<file path="src/rtl/fsb_adapter_arbiter.sv">
// Round-robin N:1 request arbiter into an FSB adapter slave port, plus destination-decoded return fan-out.
// Optional per-requester grant counters are built when FSB_ADAPTER_ARBITER_STATS_EN is defined.
module fsb_adapter_arbiter #(
   parameter int NUM_REQ    = 4,
   parameter int DATA_WIDTH = 80,
   parameter int DEST_MSB   = 79
) (
   input  logic                          clk_i,
   input  logic                          resetn_i,
   input  logic [NUM_REQ-1:0]            req_v_i,
   input  logic [NUM_REQ*DATA_WIDTH-1:0] req_data_i,
   output logic [NUM_REQ-1:0]            req_r_o,
   output logic                          adpt_slave_v_o,
   output logic [DATA_WIDTH-1:0]         adpt_slave_data_o,
   input  logic                          adpt_slave_r_i,
   input  logic                          adpt_master_v_i,
   input  logic [DATA_WIDTH-1:0]         adpt_master_data_i,
   output logic                          adpt_master_r_o,
   output logic [NUM_REQ-1:0]            resp_v_o,
   output logic [DATA_WIDTH-1:0]         resp_data_o,
   input  logic [NUM_REQ-1:0]            resp_r_i,
   output logic                          err_o,
   output logic [NUM_REQ*32-1:0]         grant_cnt_o
);

   localparam int   ID_W     = (NUM_REQ > 1) ? $clog2(NUM_REQ) : 1;
   localparam logic ST_EMPTY = 1'b0;
   localparam logic ST_FULL  = 1'b1;

   logic                  state_q, state_d;
   logic [DATA_WIDTH-1:0] data_q, data_d;
   logic [ID_W-1:0]       rr_ptr_q, rr_ptr_d;
   logic                  err_q, err_d;

   logic                  load_s;
   logic                  grant_found_s;
   logic                  grant_v_s;
   logic [ID_W-1:0]       grant_idx_s;
   logic [ID_W:0]         scan_idx_s;
   logic [ID_W-1:0]       dest_s;
   logic                  dest_ok_s;

   assign load_s = (state_q == ST_EMPTY) || adpt_slave_r_i;

   // Scan from the highest offset down so the lowest offset from rr_ptr wins.
   always_comb begin
      grant_found_s = 1'b0;
      grant_idx_s   = {ID_W{1'b0}};
      scan_idx_s    = {(ID_W+1){1'b0}};
      for (int i = NUM_REQ - 1; i >= 0; i--) begin
         scan_idx_s = {1'b0, rr_ptr_q} + (ID_W+1)'(i);
         if (scan_idx_s >= (ID_W+1)'(NUM_REQ)) begin
            scan_idx_s = scan_idx_s - (ID_W+1)'(NUM_REQ);
         end else begin
            scan_idx_s = scan_idx_s;
         end
         if (req_v_i[scan_idx_s[ID_W-1:0]]) begin
            grant_found_s = 1'b1;
            grant_idx_s   = scan_idx_s[ID_W-1:0];
         end else begin
            grant_found_s = grant_found_s;
            grant_idx_s   = grant_idx_s;
         end
      end
   end

   // Ready is masked during reset so nothing is acknowledged that would be lost.
   assign grant_v_s = load_s && grant_found_s && resetn_i;

   always_comb begin
      req_r_o  = {NUM_REQ{1'b0}};
      state_d  = state_q;
      data_d   = data_q;
      rr_ptr_d = rr_ptr_q;
      if (grant_v_s) begin
         req_r_o  = NUM_REQ'(1'b1) << grant_idx_s;
         state_d  = ST_FULL;
         data_d   = req_data_i[int'(grant_idx_s)*DATA_WIDTH +: DATA_WIDTH];
         if (grant_idx_s == ID_W'(NUM_REQ - 1)) begin
            rr_ptr_d = {ID_W{1'b0}};
         end else begin
            rr_ptr_d = grant_idx_s + ID_W'(1'b1);
         end
      end else if (load_s) begin
         state_d = ST_EMPTY;
      end else begin
         state_d = state_q;
      end
   end

   assign dest_s    = adpt_master_data_i[DEST_MSB -: ID_W];
   assign dest_ok_s = ({1'b0, dest_s} < (ID_W+1)'(NUM_REQ));

   // Bad destinations are swallowed: ready is forced high so the adapter never stalls on them.
   always_comb begin
      resp_v_o        = {NUM_REQ{1'b0}};
      adpt_master_r_o = 1'b1;
      err_d           = err_q;
      if (dest_ok_s) begin
         resp_v_o        = {{(NUM_REQ-1){1'b0}}, adpt_master_v_i} << dest_s;
         adpt_master_r_o = resp_r_i[dest_s];
      end else if (adpt_master_v_i) begin
         err_d = 1'b1;
      end else begin
         err_d = err_q;
      end
   end

   always_ff @(posedge clk_i or negedge resetn_i) begin
      if (!resetn_i) begin
         state_q  <= ST_EMPTY;
         data_q   <= {DATA_WIDTH{1'b0}};
         rr_ptr_q <= {ID_W{1'b0}};
         err_q    <= 1'b0;
      end else begin
         state_q  <= state_d;
         data_q   <= data_d;
         rr_ptr_q <= rr_ptr_d;
         err_q    <= err_d;
      end
   end

   assign adpt_slave_v_o    = (state_q == ST_FULL);
   assign adpt_slave_data_o = data_q;
   assign resp_data_o       = adpt_master_data_i;
   assign err_o             = err_q;

`ifdef FSB_ADAPTER_ARBITER_STATS_EN
   logic [NUM_REQ-1:0][31:0] cnt_q, cnt_d;

   always_comb begin
      cnt_d = cnt_q;
      if (grant_v_s && (cnt_q[grant_idx_s] != 32'hFFFF_FFFF)) begin
         cnt_d[grant_idx_s] = cnt_q[grant_idx_s] + 32'd1;
      end else begin
         cnt_d = cnt_q;
      end
   end

   always_ff @(posedge clk_i or negedge resetn_i) begin
      if (!resetn_i) begin
         cnt_q <= {(NUM_REQ*32){1'b0}};
      end else begin
         cnt_q <= cnt_d;
      end
   end

   assign grant_cnt_o = cnt_q;
`else
   assign grant_cnt_o = {(NUM_REQ*32){1'b0}};
`endif

endmodule

</file>
<file path="config.mk">
export PLATFORM = sky130hd
export DESIGN_NAME = fsb_adapter_arbiter
export DESIGN_NICKNAME = d
export VERILOG_FILES = /design/src/rtl/fsb_adapter_arbiter.sv
export SDC_FILE = /design/constraint.sdc
export NUM_CORES = 1
export LEC_CHECK = 0
export CAP_MARGIN = 20
export CORE_AREA = 4 4 276 278
export CTS_CLUSTER_SIZE = 8
export DETAILED_ROUTE_END_ITERATION = 16
export DIE_AREA = 0 0 280 282
export GPL_TIMING_DRIVEN = 0
export PLACE_DENSITY_LB_ADDON = 0.2
export SYNTH_ARGS = -nofsm -noshare
export SYNTH_HDL_FRONTEND = slang
export SYNTH_SLANG_ARGS = --single-unit
</file>
<file path="constraint.sdc">
create_clock -name clk_i -period 1.6 [get_ports clk_i]
set_input_delay 0.16 -clock clk_i [delete_from_list [all_inputs] [get_ports clk_i]]
set_output_delay 0.16 -clock clk_i [all_outputs]
set_load 0.02 [all_outputs]
</file>
==> metrics, run 1 <==
post-synthesis cell area about 7700 sq um; Overflow after GRT 0; outcome finished, violations left; Placer Congestion roughly 0.74; final cycle utilization of the critical path 141%; Starting Density between 10% and 20%; Place WS -1.52 ns; CTS Buffer Depth 2; Post-Synthesis Cells between 800 and 900; final hold violation count 46; fmax 0.445 GHz; CP Capture Type output port; Die X about 280 microns; vias in the first global route 8,925; hold buffer count at cts 5; Worst Hold Slack -0.0822 ns; post-route ant nets 0; Post-DP HPWL just under 40,000 microns; Combinational Power Share roughly 64%; Root Driver clkbuf_16; Port-buffer cells 503; DR WL/cell 19.2 microns; initial antenna violation count 5; largest fanout on the critical path 5; Skew-Pair Late Insertion Delay roughly 0.38 ns; r2r setup slk -0.61 ns; Rows 100; CP Cell Sequence nand2b_4 -> a21o_1 -> buf_12 -> nand2_8 -> buf_12 -> clkinv_8 -> ha_4 -> and2_4 -> buf_6; Synth Flop Type dfrtp_1; Final Slew Violations 0; total die area between 70,000 and 80,000 sq um; Final min period 2.25 ns; post-synthesis sequential area ratio approximately 27%; GRT Util Overall a little under an eighth; Hold WC Path Type in2async; Die Y between 200 and 300 microns; Synth-to-Final Area Change 105%; I/O pin count 711; CTS tree done; # setup viols final 85; Synth Warn # 0; ys async rst share 100%; sum of negative setup slack -45.10 ns; vias after detailed routing about 8,600; Clock Sinks between 80 and 90; Clock transition at path regs 0.07 ns; Core ar. between 70,000 and 80,000 sq um; Design Power 0.0167 W; failing checks negative hold slack, negative setup slack; final WL roughly 48,000 microns; most used cell, CP buf_12; global-route wire length before repair 65,100 microns; Via density about 3.4; internal power 0.00931 W; final worst slack -0.648 ns; largest net degree at the start of global routing 50; Layout Nets roughly 2,000; sw frac between 40% and 50%; Leak Pwr approximately 7.1 nW; Least-Margin Pin Slew 0.626 ns; Distinct cells, synth 33; CTS H-Tree Depth 3; number of synthesized flops with an enable pin 0; critical path startpoint category flip-flop; CP top delay family flip-flops; PwrDens 1060 nW/um^2; DR iter-0 viols 294; final core occ between 20% and 30%; Slowest-stage cell, CP dfrtp_2; Worst slew margin 58.2%; router iterations before antenna repair 4; CP bufs+invs 4; Flop pwr share between 20% and 30%; worst vdd ir roughly 0.52 mV; CTS buffer count 9; Switch Pwr around 0.0074 W; layout cells sized above 1 29.1%; # DRC 0; unrepaired setup endpoints after global routing yes; critical path arrival around 2.1 ns; clock power share 14.8%; max incr delay on CP 0.47 ns; Worst EP required 1.44 ns; Seq cells post-synth 83; number of max-cap violations 0; crit path kind reg2out; syn_area_per_cell 8.80 sq um; Setup Skew 0.0124 ns
==> per-layer routing <==
| layer | track usage (%) | up-vias | part of all wire, % |
|---|---|---|---|
| met4 | 2.35 | 4 | 1.6 |
| met3 | 4.29 | 38 | 8.8 |
| met1 | 13.0 | 4032 | 39 |
| met5 | 0 | - | 0.056 |
| met2 | 20.9 | 403 | 51 |
| li1 | - | 4111 | - |
==> stage by stage <==
step	hold slack [ns]	cell area [sq um]	std cells
floorplan	-0.136	8310	1008
global placement	0.469	14600	2480
detailed placement	0.206	14600	2483
CTS	-0.100	15400	2517
global route	-0.0858	15900	2520
finish	-0.0822	15900	2522
==> cells in the mapped netlist, drive strengths merged (2+ instances only) <==
library cell | n | area, sq um
clkbuf | 32 | 120
nand3 | 81 | 405
nor3b | 2 | 20.0
nand2b | 3 | 18.8
dfrtp | 83 | 2080
buf | 245 | 1830
nand2 | 89 | 342
a21o | 81 | 608
and3 | 2 | 17.5
mux2i | 81 | 811
nor2 | 7 | 26.3
o211ai | 80 | 951
o21ai | 82 | 422
==> final cells by class <==
class | instances | area, sq um
buffer | 276 | 2140
inverter | 1 | 16.3
sequential | 83 | 2080
fill | 8160 | 58100
tap | 969 | 1210
multi-input combinational | 647 | 4680
antenna | 3 | 7.51
clock buffer | 10 | 229
timing repair buffer | 527 | 5400
clock inverter | 6 | 90.1
==> kinds of logic (layout without fill, tap and decap cells) <==
kind of cell	Yosys count	in the layout	synth area share (%)
compound gates	247	247	26.0
fa+ha+maj	1	1	0.162
buf+inv	278	820	25.2
flops	83	83	26.8
mux	82	82	10.8
other cells	1	132	0.0484
simple gates	188	188	11.1
==> sequential cells by signal, summed over array words and instances (netlist names) <==
| name | count |
|---|---|
| adpt_slave_data_o | 80 |
| rr_ptr_q | 2 |
| adpt_slave_v_o | 1 |
==> worst reg2reg max path, stage by stage (launching register included) <==
cell and delay (ns):
dfrtp_2 0.47, nand2b_4 0.18, a21o_1 0.21, buf_12 0.15
nand2_8 0.11, buf_6 0.17, buf_12 0.21, buf_16 0.23
mux2i_4 0.29, o211ai_2 0.09
==> cell usage in the layout, fill, tap and decap left out, types with 17 or more instances in the layout <==
master,netlist,routed
conb_1,1,129
dlygate4sd2_1,0,37
dfrtp_1,83,81
nand2_1,88,88
o211ai_2,70,70
mux2i_2,0,40
clkdlybuf4s50_1,0,436
mux2i_4,0,17
buf_4,217,228
dlymetal6s2s_1,0,24
mux2i_1,81,24
a21o_1,81,81
clkbuf_1,32,18
nand3_1,81,80
o21ai_0,80,80
==> path summary, 6_finish.rpt <==
| kind | from | endpoint | cells after the start |
|---|---|---|---|
| setup / recovery | rr_ptr_q[1] | req_r_o[3] | 9 |
| hold / removal | resetn_i | adpt_slave_data_o[17] | 4 |
| setup reg to reg | rr_ptr_q[1] | adpt_slave_data_o[75] | 9 |
| hold reg to reg | adpt_slave_data_o[2] | adpt_slave_data_o[2] | 2 |
| max in group asynchronous | resetn_i | adpt_slave_data_o[52] | 6 |
| min in group clk_i | req_data_i[121] | adpt_slave_data_o[41] | 3 |
==> timing repair <==
item,4_1_cts,5_1_grt
pin swaps,3,3
setup buffers,14,2
resized for setup,138,104
setup endpoints to repair,122,110
endpoints found under the hold margin,39,46
gates cloned,0,0
==> power groups by stage <==
| stage | logic (W) | registers [W] | clock network (W) |
|---|---|---|---|
| after global routing | 0.0116 | 0.00361 | 0.00272 |
| final | 0.0108 | 0.00349 | 0.00248 |
| after floorplan | 0.00423 | 0.00448 | 0 |
| after CTS | 0.0106 | 0.00351 | 0.00268 |
| after global placement | 0.00994 | 0.00352 | 0 |
| after detailed placement | 0.00999 | 0.00353 | 0 |
(Power assumes the default switching activity.)
==> run 2: changes to the inputs <==
--- a/config.mk
+++ b/config.mk
@@ -11,7 +11,10 @@
 export DETAILED_ROUTE_END_ITERATION = 16
 export DIE_AREA = 0 0 280 282
 export GPL_TIMING_DRIVEN = 0
+export HOLD_SLACK_MARGIN = 0.1
 export PLACE_DENSITY_LB_ADDON = 0.2
+export SETUP_SLACK_MARGIN = 0.1
+export SLEW_MARGIN = 5
 export SYNTH_ARGS = -nofsm -noshare
 export SYNTH_HDL_FRONTEND = slang
 export SYNTH_SLANG_ARGS = --single-unit
==> metrics, run 2 (synthesis results as in run 1) <==
final WL 49,400 microns; critical path startpoint category flip-flop; # setup viols final 86; failing checks negative hold slack, negative setup slack; total die area 79,000 sq um; Leak Pwr 7.27 nW; Post-DP HPWL just under 40,000 microns; Clock transition at path regs around 0.070 ns; DR WL/cell 19.3 microns; most common cell after layout, fill and taps aside clkdlybuf4s50_1; commonest cells after routing, fill and taps aside clkdlybuf4s50_1 (408), buf_4 (234), conb_1 (129), dlygate4sd2_1 (88), nand2_1 (87); Layout Nets roughly 2,000; Placer Congestion 0.769; Final Slew Violations 0; sum of negative setup slack -42.24 ns; number of max-cap violations 0; Port-buffer cells 503; Slowest-stage cell, CP dfrtp_2; CP top delay family simple AND/OR/NAND/NOR gates; post-route ant nets 0; CTS tree done; DR iter-0 viols approximately 390; final core occ roughly 22%; number of flip-flops in the largest register 80; CP startpoint rr_ptr_q[1]; Fillers a little over 8,000; CTS Buffer Depth 2; Skew-Pair Late Insertion Delay 0.37 ns; worst vdd ir between 0.4 and 0.5 mV; CP Capture Type output port; I/O pin count just over 700; final worst slack -0.628 ns; # DRC 0; critical path arrival ~2.1 ns; vias in the first global route 9,094; PwrDens around 1000 nW/um^2; Final min period around 2.2 ns; final hold violation count 1; max incr delay on CP 0.47 ns; initial antenna violation count 10; crit path kind reg2out; layout cells sized above 1 between 30% and 40%; router iterations before antenna repair 4; GRT Util Overall between 10% and 20%; fmax ~0.45 GHz; Setup Skew a little under 0.009 ns; Synth-to-Final Area Change 113%; Die X around 280 microns; Worst EP required between 1 and 1.5 ns; CTS buffer count 9; vias after detailed routing around 8,700; largest fanout on the critical path 10; Placed Cells 2,483; global-route wire length before repair 65,800 microns; hold buffer count at cts 7; Least-Margin Pin Slew 0.784 ns; Critical R2R Launch rr_ptr_q[1]; unrepaired setup endpoints after global routing yes; largest net degree at the start of global routing 49; Overflow after GRT 0; outcome finished, violations left; Hold WC Path Type in2async; CTS H-Tree Depth 3; Worst slew margin roughly 48%; Worst Hold Slack -0.00142 ns; Rows 100; Root Driver clkbuf_16; Die Y roughly 280 microns; Starting Density 10.5%; Core ar. ~74,000 sq um; Clock Sinks 83; Final Non-Filler Cells approximately 2,600; CP bufs+invs 4; Via density between 3 and 4; CP Cell Sequence buf_6 -> nor3b_4 -> a211oi_2 -> or3_4 -> buf_12 -> buf_12 -> nor2_4 -> buf_6; final cycle utilization of the critical path 139%
## run 2: final timing paths
path                                         end  slack (ns)  depth (start not counted)
setup / recovery                      req_r_o[2]       -0.63                          8
hold / removal             adpt_slave_data_o[18]      -0.001                          5
setup reg to reg           adpt_slave_data_o[29]       -0.59                         10
hold reg to reg            adpt_slave_data_o[45]        0.48                          2
max in group asynchronous            rr_ptr_q[1]        0.68                          6
min in group clk_i         adpt_slave_data_o[20]        0.44                          3
## run 2: power breakdown
group / internal [W] / leakage [nW] / switching, W / total (W)
logic: 0.00537 / 6.11 / 0.00599 / 0.0114
clock network: 0.00120 / 0.134 / 0.00108 / 0.00228
registers: 0.00295 / 1.03 / 0.000505 / 0.00346
total: 0.00952 / 7.27 / 0.00758 / 0.0171
## run 2: worst register-to-register path, stage by stage (launching register included)
cell and delay, ns:
dfrtp_2 0.47, buf_6 0.15, nor3b_4 0.20, a211oi_2 0.06, or3_4 0.34, buf_12 0.14, buf_6 0.12, buf_16 0.15
buf_12 0.18, a21o_1 0.20, o211ai_1 0.09
## run 2: final cells by class
cell class	count	area (sq um)	share of cell area (%)
diodes	3	7.51	0.0455
plain buffers	277	2250	13.7
clock buffers	10	229	1.39
clock inverters	5	55.1	0.334
inverters	1	11.3	0.0683
multi-input cells	647	4870	29.6
flip-flops and latches	83	2080	12.6
well taps	969	1210	7.35
repair buffers	558	5760	35.0
## run 2: through the flow
stage	cell area, sq um	hold slack, ns	power, W	worst slack, ns
CTS	16100	-0.0273	0.0170	-0.673
global route	16500	-0.00380	0.0183	-0.755
detailed placement	14600	0.116	0.0135	-1.40
global placement	14600	0.471	0.0134	-5.30
floorplan	8320	-0.136	0.00873	-0.0335
finish	16500	-0.00142	0.0171	-0.628
## run 2: metal layers
layer  vias to the layer above  share of wire [%]  wire, microns  track usage (%)
li1                       4175                  -              -                -
met1                      4064                 39          19300             13.1
met2                       426                 51          25000             20.8
met3                        38                8.7           4280             3.99
met4                        14                1.4            687             2.91
met5                         -               0.19             92                0
## run 2: repair_timing
item | 4_1_cts | 5_1_grt
setup endpoints to repair | 174 | 87
pin swaps | 12 | 38
setup buffers | 30 | 7
resized for setup | 298 | 50
cloned | 2 | 7
hold endpoints to repair | 83 | 77
